$ cat config.mk
export PLATFORM = sky130hd
export DESIGN_NAME = csa_sequencer
export DESIGN_NICKNAME = d
export VERILOG_FILES = /design/src/rtl/csa_sequencer.sv
export SDC_FILE = /design/constraint.sdc
export NUM_CORES = 1
export LEC_CHECK = 0
export ABC_CLOCK_PERIOD_IN_PS = 8090
export CELL_PAD_IN_SITES_DETAIL_PLACEMENT = 0
export CELL_PAD_IN_SITES_GLOBAL_PLACEMENT = 1
export CORE_UTILIZATION = 45
export DETAILED_ROUTE_END_ITERATION = 8
export PLACE_DENSITY_LB_ADDON = 0.1
export RECOVER_POWER = 25
export SETUP_SLACK_MARGIN = 0.15
export SLEW_MARGIN = 20
export SYNTH_ARGS = -nofsm -noshare
export SYNTH_HDL_FRONTEND = slang
export SYNTH_SLANG_ARGS = --single-unit
$ cat constraint.sdc
create_clock -name CLK -period 8.09 [get_ports CLK]
set_input_delay 2.0225 -clock CLK [delete_from_list [all_inputs] [get_ports CLK]]
set_output_delay 2.0225 -clock CLK [all_outputs]
set_load 0.005 [all_outputs]
$ cat src/rtl/csa_sequencer.sv
// Microcode sequencer: next-address selection with a return-address stack.
// Stack errors freeze the sequencer in FAULT until reset.
module csa_sequencer #(
   parameter int ADDR_WIDTH  = 11,
   parameter int STACK_DEPTH = 4,
   parameter int RESET_ADDR  = 0
) (
   input  logic                             CLK,
   input  logic                             RESET,
   input  logic                             ACK,
   input  logic [2:0]                       MODE,
   input  logic [ADDR_WIDTH-1:0]            TARGET,
   input  logic                             COND,
   output logic [ADDR_WIDTH-1:0]            OUT,
   output logic [$clog2(STACK_DEPTH+1)-1:0] DEPTH,
   output logic                             OVERFLOW,
   output logic                             UNDERFLOW,
   output logic                             FAULT
);

   localparam int DW = $clog2(STACK_DEPTH+1);
   localparam logic [DW-1:0]         FULL  = DW'(STACK_DEPTH);
   localparam logic [ADDR_WIDTH-1:0] ONE   = ADDR_WIDTH'(1);
   localparam logic [ADDR_WIDTH-1:0] RADDR = ADDR_WIDTH'(RESET_ADDR);

   localparam logic [2:0] M_INC = 3'b000;
   localparam logic [2:0] M_JMP = 3'b001;
   localparam logic [2:0] M_BR  = 3'b010;
   localparam logic [2:0] M_CAL = 3'b011;
   localparam logic [2:0] M_RET = 3'b100;

   typedef enum logic {S_RUN, S_FAULT} state_t;

   state_t                state_q, state_d;
   logic [ADDR_WIDTH-1:0] out_q, out_d, inc;
   logic [DW-1:0]         depth_q, depth_d;
   logic                  ovf_q, ovf_d, unf_q, unf_d;
   logic                  push, pop;

   // Shift-register stack: entry 0 is always the top of stack.
   logic [ADDR_WIDTH-1:0] stk_q [STACK_DEPTH];

   assign inc = out_q + ONE;

   always_comb begin
      state_d = state_q;
      out_d   = out_q;
      depth_d = depth_q;
      ovf_d   = ovf_q;
      unf_d   = unf_q;
      push    = 1'b0;
      pop     = 1'b0;
      if (state_q == S_RUN && !ACK) begin
         case (MODE)
            M_INC: out_d = inc;
            M_JMP: out_d = TARGET;
            M_BR:  out_d = COND ? TARGET : inc;
            M_CAL: begin
               if (depth_q < FULL) begin
                  push    = 1'b1;
                  out_d   = TARGET;
                  depth_d = depth_q + 1'b1;
               end else begin
                  ovf_d   = 1'b1;
                  state_d = S_FAULT;
               end
            end
            M_RET: begin
               if (depth_q != '0) begin
                  pop     = 1'b1;
                  out_d   = stk_q[0];
                  depth_d = depth_q - 1'b1;
               end else begin
                  unf_d   = 1'b1;
                  state_d = S_FAULT;
               end
            end
            default: ;
         endcase
      end
   end

   always_ff @(posedge CLK) begin
      if (RESET) begin
         state_q <= S_RUN;
         out_q   <= RADDR;
         depth_q <= '0;
         ovf_q   <= 1'b0;
         unf_q   <= 1'b0;
      end else begin
         state_q <= state_d;
         out_q   <= out_d;
         depth_q <= depth_d;
         ovf_q   <= ovf_d;
         unf_q   <= unf_d;
      end
   end

   // Contents need no reset: entries are unreachable while depth is 0.
   always_ff @(posedge CLK) begin
      if (!RESET) begin
         if (push) begin
            stk_q[0] <= inc;
            for (int i = 1; i < STACK_DEPTH; i++)
               stk_q[i] <= stk_q[i-1];
         end else if (pop) begin
            for (int i = 0; i < STACK_DEPTH-1; i++)
               stk_q[i] <= stk_q[i+1];
         end
      end
   end

   assign OUT       = out_q;
   assign DEPTH     = depth_q;
   assign OVERFLOW  = ovf_q;
   assign UNDERFLOW = unf_q;
   assign FAULT     = (state_q == S_FAULT);

endmodule

## Word-level counts from Yosys, hierarchy flattened

Memories as Yosys holds them, arrays and structs flattened.
Index checks and enable logic that the tools add are counted.

| storage, ports and cells | value |
|---|---|
| bits in latches | 0 |
| ROM bits | 0 |
| register bits after elaboration | 17 |
| memory bits (writable) | 44 |
| memories kept | 1 |
| output and inout port bits | 17 |

| operators by class | value |
|---|---|
| divide/modulo/power cells | 0 |
| bitwise operators | 6 |
| multiplexer cells | 26 |
| reduce and logical (&&, ||, !) cells | 11 |
| eq/ne operators | 8 |
| multiply operators | 0 |
| add/sub/neg operators | 3 |
| $lt $le $gt $ge | 1 |
| shifts and indexed selects | 0 |

Memory list:

| name | words | width | read ports | clocked after Yosys merged registers in | wr ports | RTL line | text |
|---|---|---|---|---|---|---|---|
| stk_q | 4 | 11 | 4 | 0 | 4 | 41 | `logic [ADDR_WIDTH-1:0] stk_q [STACK_DEPTH];` |

Operators by type and width:

| cell | number |
|---|---|
| 11-bit two-way mux | 6 |
| 11-bit case mux with 5 select lines | 1 |
| 1-bit two-way mux | 15 |
| 4-bit AND reduction | 3 |
| 11-bit by 1-bit adder with 11-bit output, second input constant | 1 |
| 2-bit inequality test, second input constant | 4 |
| 3-bit by 2-bit equality test with 1-bit output, second input constant | 2 |
| 3-bit two-way mux | 2 |
| 3-bit case mux with 2 select lines | 1 |
| 3-bit AND reduction | 2 |
| 5-bit nonzero test | 1 |
| 3-bit by 1-bit adder with 3-bit output, second input constant | 1 |
| 3-bit by 1-bit equality test with 1-bit output, second input constant | 1 |
| 3-bit equality test, second input constant | 1 |
| 3-bit logical NOT | 1 |
| 3-bit < comparator, second input constant | 1 |
| 1-bit NOT | 3 |
| 1-bit bitwise OR | 3 |
| 3-bit nonzero test | 1 |
| 3-bit by 1-bit subtractor with 3-bit output, second input constant | 1 |
| 1-bit case mux with 2 select lines | 1 |
| 2-bit nonzero test | 1 |
| 1-bit logical AND | 1 |
| 1-bit logical NOT | 1 |

## Depth between registers and ports, before layout

| depth | value |
|---|---|
| depth in word-level cells | 9 |
| gate-level depth with buffers | 6 |
| mapped depth without buffers | 6 |

## Worst setup path before layout

OpenSTA, ideal clock, no wires.

| timing | value |
|---|---|
| path type | input -> register |
| start point | input ACK |
| end point | memory stk_q[0][0] (enable) |
| setup slack | 1.656 ns |
| stages | 3 |
| library setup time | 0.515 ns |
| data required time | 7.575 ns |
| data arrival time | 5.919 ns |
| path buffers | 1 |
| cells stage by stage | or2_2 clkbuf_1 o41ai_1 |

RTL lines:

| element | RTL line | text |
|---|---|---|
| from (decl) | 10 | `input logic ACK,` |
| to (decl) | 41 |  |

==> results <==
- The finished cells cover 3570 um2.
- The final period demand of the worst path is 5.25 ns.
- Setup violations remaining at the end of the flow were counted as 0.
- The post-placement setup slack is 3.24 ns.
- Walking the worst path, the cells encountered are dlygate4sd3_1, nor3b_4, clkbuf_1, nand4_4, o41ai_2, buf_4.
- The total of max-cap violations is 0.
- The number of synthesized flops with an enable pin is 44.
- For this run, the number of Yosys warnings is 0.
- The end point of the most critical hold path is stk_q[3][6].
- The slew at the pin closest to its max-slew limit is 1.21 ns.
- The highest routing layer actually used is met4.
- The initial antenna violation count is 0.
- For this block, wires on met1 add up to 3.23 mm.
- The placeable core area is 6390 um2.
- The capturing point of the worst reg2reg path is stk_q[0][2].
- The routed length per instance is 17.7 um.
- The number of pins exceeding their max-slew limit in the final report is 0.
- The cell count after placement is 347.
- Before antenna repair, the detailed router went through 5 iterations.
- On the worst path, the slowest cell contributes a delay of 0.91 ns.
- The power dissipated by switching net loads is 157 uW.
- Counting flops with an async set or reset pin after synthesis yields a share of 0%.
- The height of the chip is 83.4 um.
- The clock latency on the worst-skew pair is 0.33 ns.
- The number of library cell types mapped by synthesis is 49.
- Across the VDD grid, the largest voltage drop is 0.133 mV.
- The final count of hold timing violations was 0.
- The sequential cell area fraction in the yosys report is 55.7%.
- The slowest stage cell on the critical path is sky130_fd_sc_hd__clkbuf_1.
- The floorplan has 29 rows.
- The final cell count without fillers is 363.
- Measured in cells, the most critical reg-to-reg path has a length of 4.
- The worst register-to-register path has a setup slack of 5.64 ns.
- The total number of nets in the final design is 301.
- The clock tree from TritonCTS is built.
- The worst setup path is launched from an input pin.
- The analysis attributes to cell leakage a power of 1.22 nW.
- The summed negative setup slack over all endpoints is 0 ns.
- Data on the critical path arrives at its endpoint at 5.25 ns.
- The number of instances in the synthesized netlist is 247.
- CTS placed an instance of sky130_fd_sc_hd__clkbuf_8 at the clock tree root.
- Leaving out fill and tap cells, the most frequent cells in the layout are sky130_fd_sc_hd__edfxtp_1 (44), sky130_fd_sc_hd__nor2_1 (23), sky130_fd_sc_hd__a21oi_1 (20).
- The repair_antennas step left the layout with diodes totalling 0.
- The library cell used most frequently in the layout, excluding fill and tap cells, is sky130_fd_sc_hd__edfxtp_1.
- Setup repair after global routing left no endpoint under its margin.
- The clock tree synthesis step divided the H-tree into 3 levels.
- The worst pin sits at a relative slew slack of 19.3%.
- Summed over all nets, wire length on met2 after detailed routing comes to 2.90 mm.
- The clock-pin slew of the registers on the worst-case setup and hold paths is 0.07 ns.
- In this run the post-CTS setup repair buffer count came out at 0.
- The power per cell area is 189 nW/um2.
- The maximum number of pins on one net before global-route repair is 45.
- Global routing finished with a remaining overflow of 0.
- The commonest register cell after synthesis is sky130_fd_sc_hd__edfxtp_1.
- The maximum frequency from static timing analysis is 191 MHz.
- After clock tree synthesis, the repair step resized 0 gates.
- The wire length on met3 is 262 um.
- The endpoint kind of the worst setup timing path is a flop.
- Of the total power, the share spent switching nets is 23.3%.
- The final critical path takes up 64.9% of the cycle.
- The flow ran to the end, and the final reports show no timing, DRC or antenna violations.
- The die width is 83.4 um.
- The combinational group share of total power is 8.8%.
- The cell area after placement is 3370 um2.
- The mean instance size in the synthesized netlist is 12.1 um2.
- In this run the remaining antenna-violating nets after routing total 0.
- In this run, CTS created clock tree buffers numbering 9.
- Detailed placement ended at an HPWL of 4.18 mm.
- In the final layout, the share of cells above drive strength 1 is 12.2%.
- By startpoint and endpoint, the worst setup path is classified as input pin to flop.
- Synthesis produced a netlist with a net count of 267.
- In the post-route analysis, the smallest setup slack over all paths is 2.84 ns.
- Per report_power, the sequential group accounts for 51.4% of the total.
- The number of global-route vias before repair is 2129.
- The die area is 6960 um2.
- The critical path buffer and inverter count is 3.
- Of all nets on the critical path, the largest fanout is 44.
- Routability-driven placement finished with a final weighted congestion of 0.772.
- The global-route wire length before repair is 10.7 mm.
- The startpoint identified for the worst register-to-register timing path is DEPTH[2].
- The worst hold path begins at stk_q[2][6].
- The DRC violation count after routing is 0.
- Clock tree synthesis found a total of 61 sinks.
- For this design, the CTS-stage hold fixing added 0 buffers.
- The clock network power share is 39.8%.
- The critical path required time is 8.09 ns.
- The flop and latch count out of synthesis is 61.
- The routed design has 6.44 mm of wire.
- In this run the tool buffered the top-level ports with 34 buffer cells.
- The gate family responsible for the most delay along the worst path is buffers and inverters.
- Global routing used 19.8% of the available tracks across all layers.
- The number of cells traversed by the worst hold path is 0.
- The ratio of routed vias to standard cells is 5.69.
- The deepest clock path buffer count is 2.
- For this configuration, the core starts out at a cell density of 46.7%.
- The tightest min-delay check is of the flop to flop type.
- During I/O placement, the number of pins put on the boundary was 35.
- The largest clock skew in the final design is 0.0127 ns.
- The internal portion of total power is 517 uW.
- The area growth from synthesis to layout is 19.7%.
- The number of design-rule violations left by the first detailed-router iteration is 112.
- The synthesized netlist occupies a cell area of 2980 um2.
- The final route contains 2064 vias.
==> flip-flops by register name (all words and copies together) (netlist names) <==
signal / cells
OVERFLOW: 1
DEPTH: 3
OUT: 11
stk_q: 44
FAULT: 1
UNDERFLOW: 1
==> per-layer routing <==
layer / track usage [%] / vias to the layer above
li1: - / 1020
met1: 27.4 / 987
met2: 30.4 / 51
met3: 4.27 / 6
met4: 7.99 / 0
met5: 0 / -
==> Yosys cell counts (2+ instances only) <==
| master | n | area, um2 |
|---|---|---|
| sky130_fd_sc_hd__edfxtp_1 | 44 | 1320 |
| sky130_fd_sc_hd__nor2_1 | 23 | 86.3 |
| sky130_fd_sc_hd__a21oi_1 | 20 | 100 |
| sky130_fd_sc_hd__mux2_1 | 18 | 203 |
| sky130_fd_sc_hd__dfxtp_1 | 17 | 340 |
| sky130_fd_sc_hd__inv_1 | 9 | 33.8 |
| sky130_fd_sc_hd__nand2_1 | 9 | 33.8 |
| sky130_fd_sc_hd__buf_2 | 6 | 30.0 |
| sky130_fd_sc_hd__xnor2_1 | 6 | 52.6 |
| sky130_fd_sc_hd__a31oi_1 | 5 | 31.3 |
| sky130_fd_sc_hd__mux2_2 | 5 | 56.3 |
| sky130_fd_sc_hd__nand3_1 | 5 | 25.0 |
| sky130_fd_sc_hd__nor3_1 | 5 | 25.0 |
| sky130_fd_sc_hd__o311a_1 | 5 | 50.1 |
| sky130_fd_sc_hd__a22oi_1 | 4 | 30.0 |
| sky130_fd_sc_hd__a311oi_1 | 4 | 35.0 |
| sky130_fd_sc_hd__a32o_1 | 4 | 40.0 |
| sky130_fd_sc_hd__buf_4 | 4 | 30.0 |
| sky130_fd_sc_hd__clkbuf_1 | 4 | 15.0 |
| sky130_fd_sc_hd__o21ai_0 | 4 | 20.0 |
| sky130_fd_sc_hd__o32ai_1 | 4 | 35.0 |
| sky130_fd_sc_hd__a221oi_1 | 3 | 26.3 |
| sky130_fd_sc_hd__and2_1 | 3 | 18.8 |
| sky130_fd_sc_hd__o32ai_2 | 3 | 48.8 |
| sky130_fd_sc_hd__or3_1 | 3 | 18.8 |
| sky130_fd_sc_hd__a211oi_1 | 2 | 15.0 |
| sky130_fd_sc_hd__a21o_1 | 2 | 15.0 |
| sky130_fd_sc_hd__buf_6 | 2 | 22.5 |
| sky130_fd_sc_hd__nor4_1 | 2 | 12.5 |
| sky130_fd_sc_hd__o21a_1 | 2 | 15.0 |
| sky130_fd_sc_hd__xor2_1 | 2 | 17.5 |
==> cells by family after synthesis <==
logic type,count (synthesis),synth area share [%]
xor+xnor,8,2.35
mux,24,9.15
simple gates,58,10.1
flops,61,55.7
fa+ha+maj,2,1.09
compound gates,68,17.1
buf+inv,26,4.53
==> how the worst max path moves through the flow <==
stage,startpoint,to,cells past startpoint
2_1_floorplan,ACK,stk_q[0][0],3
3_3_place_gp,RESET,stk_q[0][8],5
3_5_place_dp,RESET,stk_q[2][3],5
4_1_cts,RESET,stk_q[0][2],5
5_1_grt,MODE[1],stk_q[2][6],6
6_report,MODE[1],stk_q[0][2],6
==> power groups by stage <==
| stage | sequential (mW) | combinational, mW | clock [mW] |
|---|---|---|---|
| global route | 0.347 | 0.0652 | 0.287 |
| floorplan | 0.351 | 0.0370 | 0 |
| finish | 0.346 | 0.0593 | 0.268 |
| detailed placement | 0.353 | 0.0609 | 0 |
| global placement | 0.353 | 0.0604 | 0 |
| CTS | 0.346 | 0.0613 | 0.276 |
==> final cells by class <==
type | count | area, um2
inverters | 10 | 37.5
multi-input cells | 160 | 1200
well taps | 77 | 96.3
fillers | 570 | 2820
repair buffers | 39 | 374
clock inverters | 6 | 62.6
flip-flops and latches | 61 | 1660
clock buffers | 10 | 138
==> per-stage QoR <==
step,util (%),total power [mW],hold slack (ns)
2_1_floorplan,-,0.388,0.419
3_3_place_gp,52.8,0.414,0.443
3_5_place_dp,52.8,0.414,0.436
4_1_cts,55.9,0.684,0.450
5_1_grt,55.9,0.700,0.476
6_report,55.9,0.674,0.450
==> worst reg2reg max path, cell delays in order, from the launching register on <==
cell	delay (ns)
sky130_fd_sc_hd__dfxtp_1	0.53
sky130_fd_sc_hd__or3_1	0.36
sky130_fd_sc_hd__nand4_4	0.63
sky130_fd_sc_hd__o41ai_2	0.25
sky130_fd_sc_hd__buf_4	0.37
Power figures use the tool's default switching activity.
